<file path="src/rtl/dmem_bus_ctrl.sv">
// Load/store bus controller: decodes CPU requests into DMEM, MMIO or error responses.
// MMIO hosts an 8-bit keyboard scan-code FIFO and a free-running cycle counter.
module dmem_bus_ctrl #(
  parameter int unsigned KBD_DEPTH = 8
) (
  input  logic        clk,
  input  logic        rstn,
  input  logic        req_valid,
  output logic        req_ready,
  input  logic        req_we,
  input  logic [2:0]  req_memop,
  input  logic [31:0] req_addr,
  input  logic [31:0] req_wdata,
  output logic        rsp_valid,
  output logic [31:0] rsp_rdata,
  output logic        rsp_err,
  output logic [31:0] mem_addr,
  output logic [31:0] mem_datain,
  output logic [2:0]  mem_memop,
  output logic        mem_we,
  input  logic [31:0] mem_dataout,
  input  logic        kbd_valid,
  input  logic [7:0]  kbd_code
);

  localparam int unsigned AW = $clog2(KBD_DEPTH);
  localparam int unsigned CW = AW + 1;

  typedef enum logic [1:0] {IDLE, D_ISSUE, D_RESP, M_RESP} state_t;

  state_t state, state_nxt;

  logic          rsp_valid_nxt, rsp_err_nxt, mem_we_nxt, mem_load;
  logic [31:0]   rsp_rdata_nxt;

  logic [7:0]    fifo [KBD_DEPTH];
  logic [AW-1:0] wr_ptr, rd_ptr;
  logic [CW-1:0] count;
  logic          ovf;
  logic [31:0]   cycles;

  // Address decode and access legality
  logic is_dmem, is_mmio, acc_err, dmem_ok, mmio_ok, accept;
  logic [1:0] off;

  assign is_dmem = (req_addr[31:20] == 12'h001);
  assign is_mmio = (req_addr[31:20] == 12'h002);
  assign off     = req_addr[3:2];
  assign acc_err = ~(is_dmem | is_mmio)
                 | (req_memop inside {3'b011, 3'b110, 3'b111})
                 | (req_we & (req_memop inside {3'b100, 3'b101}))
                 | ((req_memop inside {3'b001, 3'b101}) & req_addr[0])
                 | ((req_memop == 3'b010) & (req_addr[1:0] != 2'b00))
                 | (is_mmio & (req_memop != 3'b010));
  assign dmem_ok = is_dmem & ~acc_err;
  assign mmio_ok = is_mmio & ~acc_err;
  assign accept  = req_valid & (state == IDLE);

  // MMIO side effects, all committed on the accept edge
  logic empty, full, pop, push, ovf_clr, cyc_ld;
  logic [31:0] mmio_rdata;

  assign empty   = (count == '0);
  assign full    = (count == CW'(KBD_DEPTH));
  assign pop     = accept & mmio_ok & ~req_we & (off == 2'd0) & ~empty;
  assign push    = kbd_valid & (~full | pop);
  assign ovf_clr = accept & mmio_ok & req_we & (off == 2'd1) & req_wdata[1];
  assign cyc_ld  = accept & mmio_ok & req_we & (off == 2'd2);

  always_comb begin
    mmio_rdata = '0;
    if (!req_we) begin
      unique case (off)
        2'd0:    mmio_rdata = empty ? 32'd0 : {24'd0, fifo[rd_ptr]};
        2'd1:    mmio_rdata = {30'd0, ovf, ~empty};
        2'd2:    mmio_rdata = cycles;
        default: mmio_rdata = '0;
      endcase
    end
  end

  // Next-state and next-output logic
  always_comb begin
    state_nxt     = state;
    rsp_valid_nxt = 1'b0;
    rsp_err_nxt   = 1'b0;
    rsp_rdata_nxt = '0;
    mem_we_nxt    = 1'b0;
    mem_load      = 1'b0;
    unique case (state)
      IDLE: begin
        if (req_valid) begin
          if (dmem_ok) begin
            state_nxt  = D_ISSUE;
            mem_we_nxt = req_we;
            mem_load   = 1'b1;
          end else begin
            state_nxt     = M_RESP;
            rsp_valid_nxt = 1'b1;
            rsp_err_nxt   = acc_err;
            rsp_rdata_nxt = acc_err ? 32'd0 : mmio_rdata;
          end
        end
      end
      D_ISSUE: begin
        state_nxt     = D_RESP;
        rsp_valid_nxt = 1'b1;
        rsp_rdata_nxt = mem_we ? 32'd0 : mem_dataout;
      end
      D_RESP:  state_nxt = IDLE;
      M_RESP:  state_nxt = IDLE;
      default: state_nxt = IDLE;
    endcase
  end

  always_ff @(posedge clk or negedge rstn) begin
    if (!rstn) state <= IDLE;
    else       state <= state_nxt;
  end

  // Registered bus outputs
  always_ff @(posedge clk or negedge rstn) begin
    if (!rstn) begin
      req_ready  <= 1'b1;
      rsp_valid  <= 1'b0;
      rsp_err    <= 1'b0;
      rsp_rdata  <= '0;
      mem_we     <= 1'b0;
      mem_addr   <= '0;
      mem_datain <= '0;
      mem_memop  <= '0;
    end else begin
      req_ready <= (state_nxt == IDLE);
      rsp_valid <= rsp_valid_nxt;
      rsp_err   <= rsp_err_nxt;
      rsp_rdata <= rsp_rdata_nxt;
      mem_we    <= mem_we_nxt;
      if (mem_load) begin
        mem_addr   <= req_addr;
        mem_datain <= req_wdata;
        mem_memop  <= req_memop;
      end
    end
  end

  // Keyboard FIFO; a push into a full FIFO survives only when a pop frees a slot
  always_ff @(posedge clk or negedge rstn) begin
    if (!rstn) begin
      for (int unsigned i = 0; i < KBD_DEPTH; i++) fifo[i] <= '0;
      wr_ptr <= '0;
      rd_ptr <= '0;
      count  <= '0;
      ovf    <= 1'b0;
    end else begin
      if (push) begin
        fifo[wr_ptr] <= kbd_code;
        wr_ptr       <= wr_ptr + AW'(1);
      end
      if (pop) rd_ptr <= rd_ptr + AW'(1);
      unique case ({push, pop})
        2'b10:   count <= count + CW'(1);
        2'b01:   count <= count - CW'(1);
        default: count <= count;
      endcase
      if (kbd_valid & full & ~pop) ovf <= 1'b1;
      else if (ovf_clr)            ovf <= 1'b0;
    end
  end

  // Free-running cycle counter; a load replaces that edge's increment
  always_ff @(posedge clk or negedge rstn) begin
    if (!rstn)       cycles <= '0;
    else if (cyc_ld) cycles <= req_wdata;
    else             cycles <= cycles + 32'd1;
  end

endmodule
</file>
<file path="config.mk">
export PLATFORM = sky130hd
export DESIGN_NAME = dmem_bus_ctrl
export DESIGN_NICKNAME = d
export VERILOG_FILES = /design/src/rtl/dmem_bus_ctrl.sv
export SDC_FILE = /design/constraint.sdc
export NUM_CORES = 1
export LEC_CHECK = 0
export ABC_AREA = 1
export CORE_ASPECT_RATIO = 0.8
export CORE_UTILIZATION = 35
export DETAILED_ROUTE_END_ITERATION = 7
export PLACE_DENSITY = 0.58
export REMOVE_ABC_BUFFERS = 1
export SLEW_MARGIN = 15
export SYNTH_ARGS = -nofsm -noshare
export SYNTH_HDL_FRONTEND = slang
export SYNTH_SLANG_ARGS = --single-unit
</file>
<file path="constraint.sdc">
create_clock -name clk -period 3.4 [get_ports clk]
set_clock_uncertainty 0.05 [all_clocks]
set_input_delay 0.68 -clock clk [delete_from_list [all_inputs] [get_ports clk]]
set_output_delay 0.68 -clock clk [all_outputs]
set_load 0.05 [all_outputs]
</file>
==> run summary <==
status = complete, no violations
number of buffers created by CTS = 24
pre-CTS WS = 112 ps
largest family of logic cells by synthesized area = simple AND/OR/NAND/NOR gates
clk slew on worst S/H paths = 50 ps
number of gates resized after CTS = 0
WP data arrival = 3080 ps
row cnt = 55
Layout Cells excl Fill = 1804
average wire per standard cell = 16.6 um
Final min period = 2760 ps
vias in the first global route = 8492
worst path required time = 3720 ps
Synth Cell Area = 10100 um2
GPL Wtd Cong = 0.842
Routed Antenna Nets = 0
ys async rst share = 100%
Synth Area per Inst = 8.26 um2
Max clock buf depth = 3
setup tns final = 0 ps
Worst slew margin = 39.7%
root buffer cell = clkbuf_16
later-pin clock latency in the skew report = 510 ps
Critical Path Source Type = primary input
mux share of post-synthesis cell area = 0%
area grow syn2layout = 32.7%
FF-to-FF path depth = 9
total global-route track usage = 20.4%
starting density of the core = 35.6%
Cell Pwr Density = 591 nW/um2
DRT Wirelength = 30000 um
reg2reg end = count[2]
crit path to = count[2]
final slew viol count = 0
Vias = 8875
RSZ-0062 raised after global routing = no
Fin. Hold Viols = 0
largest net degree at the start of global routing = 88
worst setup margin = 642 ps
initial antenna violation count = 0
worst hold slack = 118 ps
worst slew pin tran = 901 ps
Setup-failing EPs final = 0
dominant synthesized flop cell = dfrtp_1
WS Path Type = in -> reg
post-synthesis simple-gate area fraction = 29.0%
Vias/cell = 4.92
Critical Path End Type = flip-flop
post-synthesis adder-cell area fraction = 0.746%
Seq/Total Area, Yosys = 52.7%
core area = 28300 um2
total setup buffers inserted after CTS = 0
DRT Pass-1 Iters = 5
global-route wire length before repair = 47800 um
Die Height = 154 um
Clock Sink Count = 212
I/O pin cnt = 215
xor and xnor fraction of the mapped netlist area = 2.61%
IO buf count = 214
DR iter-0 viols = 760
Final #Nets = 1536
Tcrit/Tclk final = 81.1%
Max Cap Viol = 0
Max Clk Rate = 363 MHz
share of cells above drive strength 1 = 6.21%
Ys Warns = 0
EDFF count, synth = 0
CTS tree = yes
DIE WIDTH = 192 um
Setup crit start = req_memop[1]
area of the die = 29400 um2
DP Wirelength = 21100 um
Syn Inst Count = 1219
CTS H-tree depth = 1
post-synth cell types = 41
hold buffer count at CTS = 0
maximum VDD drop = 0.321 mV
leakage power = 6.27 nW
register-to-register setup slack = 1060 ps
worst hold path type = in -> async
post-synthesis compound-gate area fraction = 8.12%
fill count = 2762
gr ovfl total = 0
placed cells = 1762
DRC = 0
#FFs+latches synth = 212
Worst Path Max Fanout = 6
Antenna diodes = 0
R2R Path Start = count[2]
## layout by cell type (no fill, tap or decap), types with 2 or more instances in the layout
master,netlist,routed
bufinv_16,0,2
o211ai_1,2,2
o22ai_1,10,10
buf_12,1,6
or2_2,2,2
a21oi_1,6,6
o21ai_0,103,103
clkbuf_1,28,6
nand4_1,71,71
nand2_1,413,413
clkinv_2,0,4
clkbuf_8,0,5
nand3b_1,2,2
o21ai_1,29,29
dfrtp_1,211,211
xor2_1,19,19
nand3_1,36,35
nor2_1,105,103
a22o_1,2,2
clkbuf_16,0,25
clkdlybuf4s50_1,0,212
o221ai_1,2,2
nand2_2,4,4
ha_1,6,6
buf_4,5,15
inv_1,82,82
nor3_1,15,15
xnor2_1,11,11
nor2_2,3,4
nand3_4,7,7
nor2_4,2,3
inv_2,5,5
## worst max-delay path, cell delays in order
cell and delay [ps]:
clkdlybuf4s50_1 470, inv_1 130, nand3_1 100, nand2_2 110
nand4_4 130, nor2_4 130, nand2_2 100, nand2_4 90
nand2_2 90, ha_1 250, xor2_1 200, ha_1 210
a21oi_1 140, a21oi_1 80, o21ai_0 80, o21ai_0 100
## power breakdown
| part | switching [mW] | leakage [nW] | internal (mW) |
|---|---|---|---|
| combinational | 1.29 | 3.12 | 0.701 |
| sequential | 0.293 | 2.76 | 3.02 |
| clock | 1.02 | 0.388 | 1.58 |
## final cells by class
class / count / area (um2) / area share (%)
repair buffers: 235 / 2370 / 17.8
clock buffers: 35 / 703 / 5.27
flip-flops and latches: 212 / 5310 / 39.7
multi-input cells: 857 / 4090 / 30.6
clock inverters: 7 / 87.6 / 0.656
inverters: 88 / 330 / 2.47
well taps: 370 / 463 / 3.47
## Yosys cell counts (4+ instances only)
master    instances  area, um2
a21oi_1           6       30.0
buf_2            12       60.1
buf_4             5       37.5
buf_6             4       45.0
clkbuf_1         28        105
clkbuf_2          7       35.0
dfrtp_1         211       5280
ha_1              6       75.1
inv_1            82        308
inv_2             5       18.8
nand2_1         413       1550
nand2_2           4       25.0
nand3_1          36        180
nand3_4           7        123
nand4_1          71        444
nor2_1          105        394
nor3_1           15       75.1
o21ai_0         103        515
o21ai_1          29        145
o22ai_1          10       62.6
xnor2_1          11       96.3
xor2_1           19        166
## kinds of logic after synthesis
kind of cell / Yosys count
xor+xnor: 30
compound gates: 156
simple gates: 665
fa+ha+maj: 6
buf+inv: 150
flops: 212
## registers in the layout, indices dropped and copies added, names as in the netlist
name and flops:
count 4, mem_datain 32, rsp_valid 1, rsp_err 1
rd_ptr 3, wr_ptr 3, ovf 1, mem_memop 3
mem_addr 32, rsp_rdata 32, state 2, req_ready 1
mem_we 1, fifo 64, cycles 32
## how the worst min path moves through the flow
stage / from / slack [ps] / endpoint
finish: rstn / 120 / mem_addr[5]
global route: rstn / 150 / mem_addr[26]
CTS: rstn / 150 / mem_addr[6]
detailed placement: fifo[15] / 400 / fifo[15]
global placement: fifo[58] / 400 / fifo[58]
floorplan: rstn / 330 / count[0]
## per-stage QoR
stage          utilization (%)  instance area, um2  total power [mW]
3_5_place_dp              44.4               12600              5.35
4_1_cts                   47.2               13400              7.97
6_report                  47.2               13400              7.90
3_3_place_gp              44.4               12600              5.31
2_1_floorplan                -                9710              4.53
5_1_grt                   47.2               13400              8.35
## metal layers
metal	vias up	track usage [%]	share of wire, %
li1	4355	-	-
met1	4216	31.9	50
met2	269	29.8	42
met3	35	2.49	5.2
met4	0	4.69	2.2
met5	-	0	0
(Power assumes the default switching activity.)
